**config.mk**
```make
export PLATFORM = sky130hd
export DESIGN_NAME = nios2_oci_trace_capture_flat
export DESIGN_NICKNAME = d
export VERILOG_FILES = /design/src/rtl/nios2_oci_trace_capture_pkg.sv /design/src/rtl/nios2_oci_trace_capture_if.sv /design/src/rtl/nios2_oci_trace_capture_fifo.sv /design/src/rtl/nios2_oci_trace_capture.sv /design/src/flat_wrapper.sv
export SDC_FILE = /design/constraint.sdc
export NUM_CORES = 1
export LEC_CHECK = 0
export BUFFER_PORTS_ARGS = -buffer_cell sky130_fd_sc_hd__buf_2
export CAP_MARGIN = 20
export CORE_ASPECT_RATIO = 0.75
export CORE_MARGIN = 3
export CORE_UTILIZATION = 60
export DETAILED_ROUTE_END_ITERATION = 16
export PLACE_DENSITY_LB_ADDON = 0.2
export SYNTH_ARGS = -nofsm -noshare
export SYNTH_HDL_FRONTEND = slang
export SYNTH_HIERARCHICAL = 1
export SYNTH_SLANG_ARGS = --single-unit
```
**constraint.sdc**
```tcl
create_clock -name clk -period 8.4 [get_ports clk]
set_input_delay 1.68 -clock clk [delete_from_list [all_inputs] [get_ports clk]]
set_output_delay 1.68 -clock clk [all_outputs]
set_load 0.05 [all_outputs]
```
**src/rtl/nios2_oci_trace_capture_pkg.sv**
```systemverilog
// Shared types and helpers for the Nios II OCI dct trace capture block:
// FSM encoding, pointer/fill width helpers and a saturating increment.
package nios2_oci_trace_pkg;

  typedef enum logic [1:0] {
    CAPTURE = 2'd0,
    DRAIN   = 2'd1,
    DONE    = 2'd2
  } trace_state_e;

  localparam int DEFAULT_DEPTH = 16;

  // Widths are derived from DEPTH, which is assumed to be a power of two.
  function automatic int ptrWidth(input int depth);
    return (depth > 1) ? $clog2(depth) : 1;
  endfunction

  function automatic int fillWidth(input int depth);
    return ptrWidth(depth) + 1;
  endfunction

  function automatic logic [63:0] satInc(input logic [63:0] value, input int unsigned width);
    logic [63:0] maxVal;
    maxVal = (width >= 64) ? {64{1'b1}} : ((64'd1 << width) - 64'd1);
    return (value == maxVal) ? value : value + 64'd1;
  endfunction

endpackage

```
**src/rtl/nios2_oci_trace_capture_if.sv**
```systemverilog
// Capture-side and read-side signals of the trace capture buffer.
// The master modport belongs to the trace packer/consumer, slave to the buffer.
interface nios2_oci_trace_capture_if #(
  parameter int DATA_W = 30,
  parameter int CNT_W  = 4,
  parameter int DEPTH  = nios2_oci_trace_pkg::DEFAULT_DEPTH,
  parameter int DROP_W = 16
);
  localparam int FILL_W = nios2_oci_trace_pkg::fillWidth(DEPTH);

  logic              dct_valid;
  logic [DATA_W-1:0] dct_buffer;
  logic [CNT_W-1:0]  dct_count;
  logic              test_ending;
  logic              rd_valid;
  logic              rd_ready;
  logic [DATA_W-1:0] rd_data;
  logic [CNT_W-1:0]  rd_count;
  logic [FILL_W-1:0] fill_level;
  logic              overflow;
  logic [DROP_W-1:0] drop_count;
  logic              test_has_ended;

  modport master (
    output dct_valid, dct_buffer, dct_count, test_ending, rd_ready,
    input  rd_valid, rd_data, rd_count, fill_level, overflow, drop_count, test_has_ended
  );

  modport slave (
    input  dct_valid, dct_buffer, dct_count, test_ending, rd_ready,
    output rd_valid, rd_data, rd_count, fill_level, overflow, drop_count, test_has_ended
  );

endinterface

```
**src/rtl/nios2_oci_trace_capture_fifo.sv**
```systemverilog
// Circular buffer with show-ahead read; when OVERWRITE is set a write into a
// full buffer replaces the oldest entry instead of being discarded.
module nios2_oci_trace_fifo
  import nios2_oci_trace_pkg::*;
#(
  parameter int WIDTH     = 34,
  parameter int DEPTH     = DEFAULT_DEPTH,
  parameter int OVERWRITE = 0
) (
  input  logic                          clk,
  input  logic                          reset_n,
  input  logic                          i_wr,
  input  logic                          i_pop,
  input  logic [WIDTH-1:0]              i_wrData,
  output logic [WIDTH-1:0]              o_rdData,
  output logic [fillWidth(DEPTH)-1:0]   o_fill,
  output logic                          o_full,
  output logic                          o_empty
);

  localparam int PTR_W  = ptrWidth(DEPTH);
  localparam int FILL_W = fillWidth(DEPTH);

  logic [WIDTH-1:0]  r_mem [DEPTH];
  logic [PTR_W-1:0]  r_wrPtr;
  logic [PTR_W-1:0]  r_rdPtr;
  logic [FILL_W-1:0] r_fill;
  logic              w_store;
  logic              w_advRd;

  assign o_full  = (r_fill == FILL_W'(DEPTH));
  assign o_empty = (r_fill == '0);
  assign o_fill  = r_fill;

  // A full buffer accepts a write only alongside a pop or in overwrite mode;
  // overwriting pushes the read pointer past the lost oldest entry.
  assign w_store = i_wr & (~o_full | i_pop | (OVERWRITE != 0));
  assign w_advRd = i_pop | (i_wr & o_full & (OVERWRITE != 0));

  assign o_rdData = o_empty ? '0 : r_mem[r_rdPtr];

  always_ff @(posedge clk) begin
    if (w_store) begin
      r_mem[r_wrPtr] <= i_wrData;
    end
  end

  always_ff @(posedge clk or negedge reset_n) begin
    if (!reset_n) begin
      r_wrPtr <= '0;
      r_rdPtr <= '0;
      r_fill  <= '0;
    end else begin
      if (w_store) begin
        r_wrPtr <= r_wrPtr + 1'b1;
      end
      if (w_advRd) begin
        r_rdPtr <= r_rdPtr + 1'b1;
      end
      if (w_store && !w_advRd) begin
        r_fill <= r_fill + 1'b1;
      end else if (w_advRd && !w_store) begin
        r_fill <= r_fill - 1'b1;
      end
    end
  end

endmodule

```
**src/rtl/nios2_oci_trace_capture.sv**
```systemverilog
// Top of the dct trace capture buffer: qualifies capture writes, tracks drops,
// and sequences CAPTURE -> DRAIN -> DONE once the test signals its end.
module nios2_oci_trace_capture
  import nios2_oci_trace_pkg::*;
#(
  parameter int DATA_W       = 30,
  parameter int CNT_W        = 4,
  parameter int DEPTH        = DEFAULT_DEPTH,
  parameter int STOP_ON_FULL = 1,
  parameter int DROP_W       = 16
) (
  input logic                      clk,
  input logic                      reset_n,
  nios2_oci_trace_capture_if.slave bus
);

  localparam int FILL_W = fillWidth(DEPTH);
  localparam int WORD_W = CNT_W + DATA_W;

  trace_state_e      r_state;
  logic              r_overflow;
  logic [DROP_W-1:0] r_dropCount;
  logic              r_testHasEnded;

  logic              w_wr;
  logic              w_pop;
  logic              w_full;
  logic              w_empty;
  logic [FILL_W-1:0] w_fill;
  logic [WORD_W-1:0] w_rdWord;

  assign w_wr  = bus.dct_valid & (bus.dct_count != '0) & (r_state == CAPTURE);
  assign w_pop = ~w_empty & bus.rd_ready & (r_state != DONE);

  nios2_oci_trace_fifo #(
    .WIDTH    (WORD_W),
    .DEPTH    (DEPTH),
    .OVERWRITE((STOP_ON_FULL == 0) ? 1 : 0)
  ) u_fifo (
    .clk     (clk),
    .reset_n (reset_n),
    .i_wr    (w_wr),
    .i_pop   (w_pop),
    .i_wrData({bus.dct_count, bus.dct_buffer}),
    .o_rdData(w_rdWord),
    .o_fill  (w_fill),
    .o_full  (w_full),
    .o_empty (w_empty)
  );

  // Capture stays open through the cycle that samples test_ending; a drop is
  // any write that meets a full buffer without a simultaneous pop.
  always_ff @(posedge clk or negedge reset_n) begin
    if (!reset_n) begin
      r_state        <= CAPTURE;
      r_overflow     <= 1'b0;
      r_dropCount    <= '0;
      r_testHasEnded <= 1'b0;
    end else begin
      case (r_state)
        CAPTURE: if (bus.test_ending) r_state <= DRAIN;
        DRAIN: begin
          if (w_empty && !w_wr) begin
            r_state        <= DONE;
            r_testHasEnded <= 1'b1;
          end
        end
        DONE:    r_testHasEnded <= 1'b1;
        default: r_state <= CAPTURE;
      endcase
      if (w_wr && w_full && !w_pop) begin
        r_overflow  <= 1'b1;
        r_dropCount <= DROP_W'(satInc(64'(r_dropCount), DROP_W));
      end
    end
  end

  assign bus.rd_valid       = ~w_empty;
  assign bus.rd_data        = w_rdWord[DATA_W-1:0];
  assign bus.rd_count       = w_rdWord[DATA_W +: CNT_W];
  assign bus.fill_level     = w_fill;
  assign bus.overflow       = r_overflow;
  assign bus.drop_count     = r_dropCount;
  assign bus.test_has_ended = r_testHasEnded;

endmodule

```
**src/flat_wrapper.sv**
```systemverilog
// flat-port wrapper written by rule: the top's interface ports become plain ports
module nios2_oci_trace_capture_flat import nios2_oci_trace_pkg::*;
#(
  parameter int DATA_W       = 30,
  parameter int CNT_W        = 4,
  parameter int DEPTH        = DEFAULT_DEPTH,
  parameter int STOP_ON_FULL = 1,
  parameter int DROP_W       = 16
)
  (clk, reset_n, bus_dct_valid, bus_dct_buffer, bus_dct_count, bus_test_ending, bus_rd_ready, bus_rd_valid, bus_rd_data, bus_rd_count, bus_fill_level, bus_overflow, bus_drop_count, bus_test_has_ended);
  nios2_oci_trace_capture_if #(.DATA_W(DATA_W), .CNT_W(CNT_W), .DEPTH(DEPTH), .DROP_W(DROP_W)) bus_i ();
  input logic clk;
  input logic reset_n;
  input wire logic [$bits(bus_i.dct_valid)-1:0] bus_dct_valid;
  input wire logic [$bits(bus_i.dct_buffer)-1:0] bus_dct_buffer;
  input wire logic [$bits(bus_i.dct_count)-1:0] bus_dct_count;
  input wire logic [$bits(bus_i.test_ending)-1:0] bus_test_ending;
  input wire logic [$bits(bus_i.rd_ready)-1:0] bus_rd_ready;
  output wire logic [$bits(bus_i.rd_valid)-1:0] bus_rd_valid;
  output wire logic [$bits(bus_i.rd_data)-1:0] bus_rd_data;
  output wire logic [$bits(bus_i.rd_count)-1:0] bus_rd_count;
  output wire logic [$bits(bus_i.fill_level)-1:0] bus_fill_level;
  output wire logic [$bits(bus_i.overflow)-1:0] bus_overflow;
  output wire logic [$bits(bus_i.drop_count)-1:0] bus_drop_count;
  output wire logic [$bits(bus_i.test_has_ended)-1:0] bus_test_has_ended;
  assign bus_i.dct_valid = bus_dct_valid;
  assign bus_i.dct_buffer = bus_dct_buffer;
  assign bus_i.dct_count = bus_dct_count;
  assign bus_i.test_ending = bus_test_ending;
  assign bus_i.rd_ready = bus_rd_ready;
  assign bus_rd_valid = bus_i.rd_valid;
  assign bus_rd_data = bus_i.rd_data;
  assign bus_rd_count = bus_i.rd_count;
  assign bus_fill_level = bus_i.fill_level;
  assign bus_overflow = bus_i.overflow;
  assign bus_drop_count = bus_i.drop_count;
  assign bus_test_has_ended = bus_i.test_has_ended;
  nios2_oci_trace_capture #(.DATA_W(DATA_W), .CNT_W(CNT_W), .DEPTH(DEPTH), .STOP_ON_FULL(STOP_ON_FULL), .DROP_W(DROP_W)) u_core (.clk(clk), .reset_n(reset_n), .bus(bus_i));
endmodule
```
==> results.sh <==
export IMPL_status="completed"
export IMPL_wirelength_um=44900
export IMPL_reg2reg_depth=12
export IMPL_layout_setup_ws_ns=2.93
export IMPL_synth_edf_count=544
export IMPL_clk_latency_ns=0.58
export IMPL_post_cts_repair_setup_buffers=0
export IMPL_crit_family="flip-flops"
export IMPL_fmax_mhz=183
export IMPL_drive_above_1_share_pct=32.3
export IMPL_synth_nets=1064
export IMPL_drv_cap=0
export IMPL_die_y_um=174
export IMPL_dpl_cell_area_mm2=0.0238
export IMPL_r2r_setup_slack_ns=4.73
export IMPL_timing_rr_end="u_core/u_fifo/o_fill[4]$_DFFE_PN0P_"
export IMPL_vias=10600
export IMPL_core_mm2=0.0365
export IMPL_hold_viol=0
export IMPL_crit_type="reg2out"
export IMPL_clk_pin_slew_ns=0.07
export IMPL_grt_remaining_overflow=0
export IMPL_p_per_area_mw_per_mm2=335
export IMPL_grt_pass1_wl_um=68800
export IMPL_setup_violations=0
export IMPL_drv_slew=0
export IMPL_hold_path_class="reg2reg"
export IMPL_drt_pass1_iter_count=5
export IMPL_drc=0
export IMPL_finalCritPeriodShare_pct=65.1
export IMPL_cp_max_fo=82
export IMPL_synth_cells=1014
export IMPL_crit_slowest_cell="dfrtp_4"
export IMPL_io_pins=97
export IMPL_cts_sinks=577
export IMPL_ctsResizeCount=0
export IMPL_ys_types=50
export IMPL_synthTopCellsByCount="544 x edfxtp_1, 119 x mux4_2, 36 x mux2_2"
export IMPL_rr_startpoint="u_core/u_fifo/o_fill[1]$_DFFE_PN0P_"
export IMPL_vias_per_cell=6.30
export IMPL_ctsHoldBuffers=0
export IMPL_cts_tree="done"
export IMPL_tns_ns=0
export IMPL_multiInputGateArea_mm2=0.00523
export IMPL_rsz0062_at_grt="false"
export IMPL_num_rows=60
export IMPL_synth_top_area_share_pct=72.3
export IMPL_die_x_um=230
export IMPL_hold_depth=1
export IMPL_cts_buffers=52
export IMPL_whs_endpoint="u_core/bus.test_has_ended$_DFFE_PN0P_"
export IMPL_yosysTopAreaCell="edfxtp_1"
export IMPL_cpPeakStageDelay_ns=1.10
export IMPL_skew_ns=0.0120
export IMPL_required_ns=6.72
export IMPL_numPortBuffers=96
export IMPL_die_area_mm2=0.0401
export IMPL_clockBufferDepth=3
export IMPL_dpl_hpwl_um=23700
export IMPL_synth_avg_cell_area_um2=22.3
export IMPL_arrival_ns=3.79
export IMPL_cp_num_buf_inv=2
export IMPL_first_iter_violations=893
export IMPL_start_util_pct=61.9
export IMPL_fillers=2236
export IMPL_fin_nets=1188
export IMPL_worst_hold_slack_ns=0.467
export IMPL_h_tree_depth=2
export IMPL_slew_headroom_pct=31.2
export IMPL_worst_slew_pin_slew_ns=1.03
export IMPL_stdcell_area_mm2=0.0254
export IMPL_diodes=0
export IMPL_wl_per_cell_um=26.8
export IMPL_ys_flop_type="edfxtp_1"
export IMPL_ant_nets=0
export IMPL_preCtsSetupSlack_ns=3.49
export IMPL_crit_chain="buf_12 -> mux4_1 -> mux2_2 -> a221o_1 -> buf_2"
export IMPL_synth_area_leaders="edfxtp_1 72%, mux4_2 12%, dfrtp_1 3.7%"
export IMPL_grtUsageTotal_pct=22.9
export IMPL_mappedNetlistArea_mm2=0.0226
export IMPL_finalPower_w=0.00853
export IMPL_yosys_cell_count_top_type="edfxtp_1"
export IMPL_yosysSeqAreaShare_pct=75.9
export IMPL_seqCellArea_mm2=0.0172
export IMPL_yosysWarnings=6
export IMPL_hold_start="u_core/bus.test_has_ended$_DFFE_PN0P_"
export IMPL_ys_ff_latch=577
export IMPL_grt_max_degree=83
export IMPL_grt_pass1_vias=10900
export IMPL_p_leak_nw=8.38
export IMPL_synthArstFlopShare_pct=5.72
export IMPL_antenna_found_initial=0
export IMPL_critPathCaptureType="output port"
export IMPL_fin_crit_ns=5.47
export IMPL_area_delta_synth_final_pct=12.6
export IMPL_startpoint_type="flip-flop"
export IMPL_place_congestion=0.731
export IMPL_root_buffer="clkbuf_16"
export IMPL_irDropWorstVdd_mv=0.369
[worst max-delay path by stage]
stage	from	end	depth (start not counted)
floorplan	bus_rd_ready	u_core/u_fifo/r_mem[3][0]$_DFFE_PP_	6
global placement	u_core/u_fifo/r_rdPtr[1]$_DFFE_PN0P_	bus_rd_data[22]	5
detailed placement	u_core/u_fifo/r_rdPtr[1]$_DFFE_PN0P_	bus_rd_data[16]	5
CTS	u_core/u_fifo/r_rdPtr[1]$_DFFE_PN0P_	bus_rd_data[19]	5
global route	u_core/u_fifo/r_rdPtr[1]$_DFFE_PN0P_	bus_rd_data[20]	5
finish	u_core/u_fifo/r_rdPtr[1]$_DFFE_PN0P_	bus_rd_data[20]	5
[routing by layer]
metal / GRT usage (%) / part of all wire (%) / vias up
li1: - / - / 4513
met1: 35.5 / 45 / 5659
met2: 34.8 / 47 / 344
met3: 4.31 / 6.3 / 51
met4: 5.24 / 1.7 / 0
met5: 0 / 0 / -
[cells by family (layout without fill, tap and decap cells)]
| kind of cell | after synthesis | count (layout) | synth area share, % |
|---|---|---|---|
| compound gates | 49 | 49 | 1.98 |
| xor+xnor | 23 | 23 | 0.891 |
| fa+ha+maj | 11 | 11 | 0.642 |
| buf+inv | 62 | 228 | 1.48 |
| flops | 577 | 577 | 75.9 |
| mux | 174 | 174 | 15.7 |
| simple gates | 118 | 118 | 3.33 |
[cell type report]
class,count,area share [%]
Clock buffer,61,5.33
Clock inverter,35,1.27
Inverter,12,0.177
Multi-Input combinational cell,375,20.6
Sequential cell,577,67.5
Timing Repair Buffer,120,2.70
Tap cell,496,2.44
[sequential cells by signal, summed over array words and instances (netlist names)]
name and count:
u_core/r_state 2, u_core/u_fifo/r_wrPtr 4, u_core/bus.overflow 1, u_core/u_fifo/r_mem 544
u_core/u_fifo/r_rdPtr 4, u_core/u_fifo/o_fill 5, u_core/bus.drop_count 16, u_core/bus.test_has_ended 1
[through the flow]
stage / instances / utilization, %
detailed placement: 1580 / 65.1
finish: 1676 / 69.7
floorplan: 1014 / -
global route: 1676 / 69.7
CTS: 1676 / 69.7
global placement: 1580 / 65.1
[power by group]
part           internal (W)  switching, W
registers           0.00326      0.000216
clock network       0.00134      0.000994
logic               0.00110       0.00162
[layout by cell type (no fill, tap or decap), types with 15 or more instances in the layout]
cell type / n
buf_2: 96
clkinv_1: 16
xor2_1: 15
mux4_1: 17
nand2_1: 16
dfrtp_1: 30
nor2b_1: 35
mux2_2: 36
edfxtp_1: 544
mux4_2: 119
clkbuf_16: 53
a221o_1: 34
buf_4: 22
(Power assumes the default switching activity.)
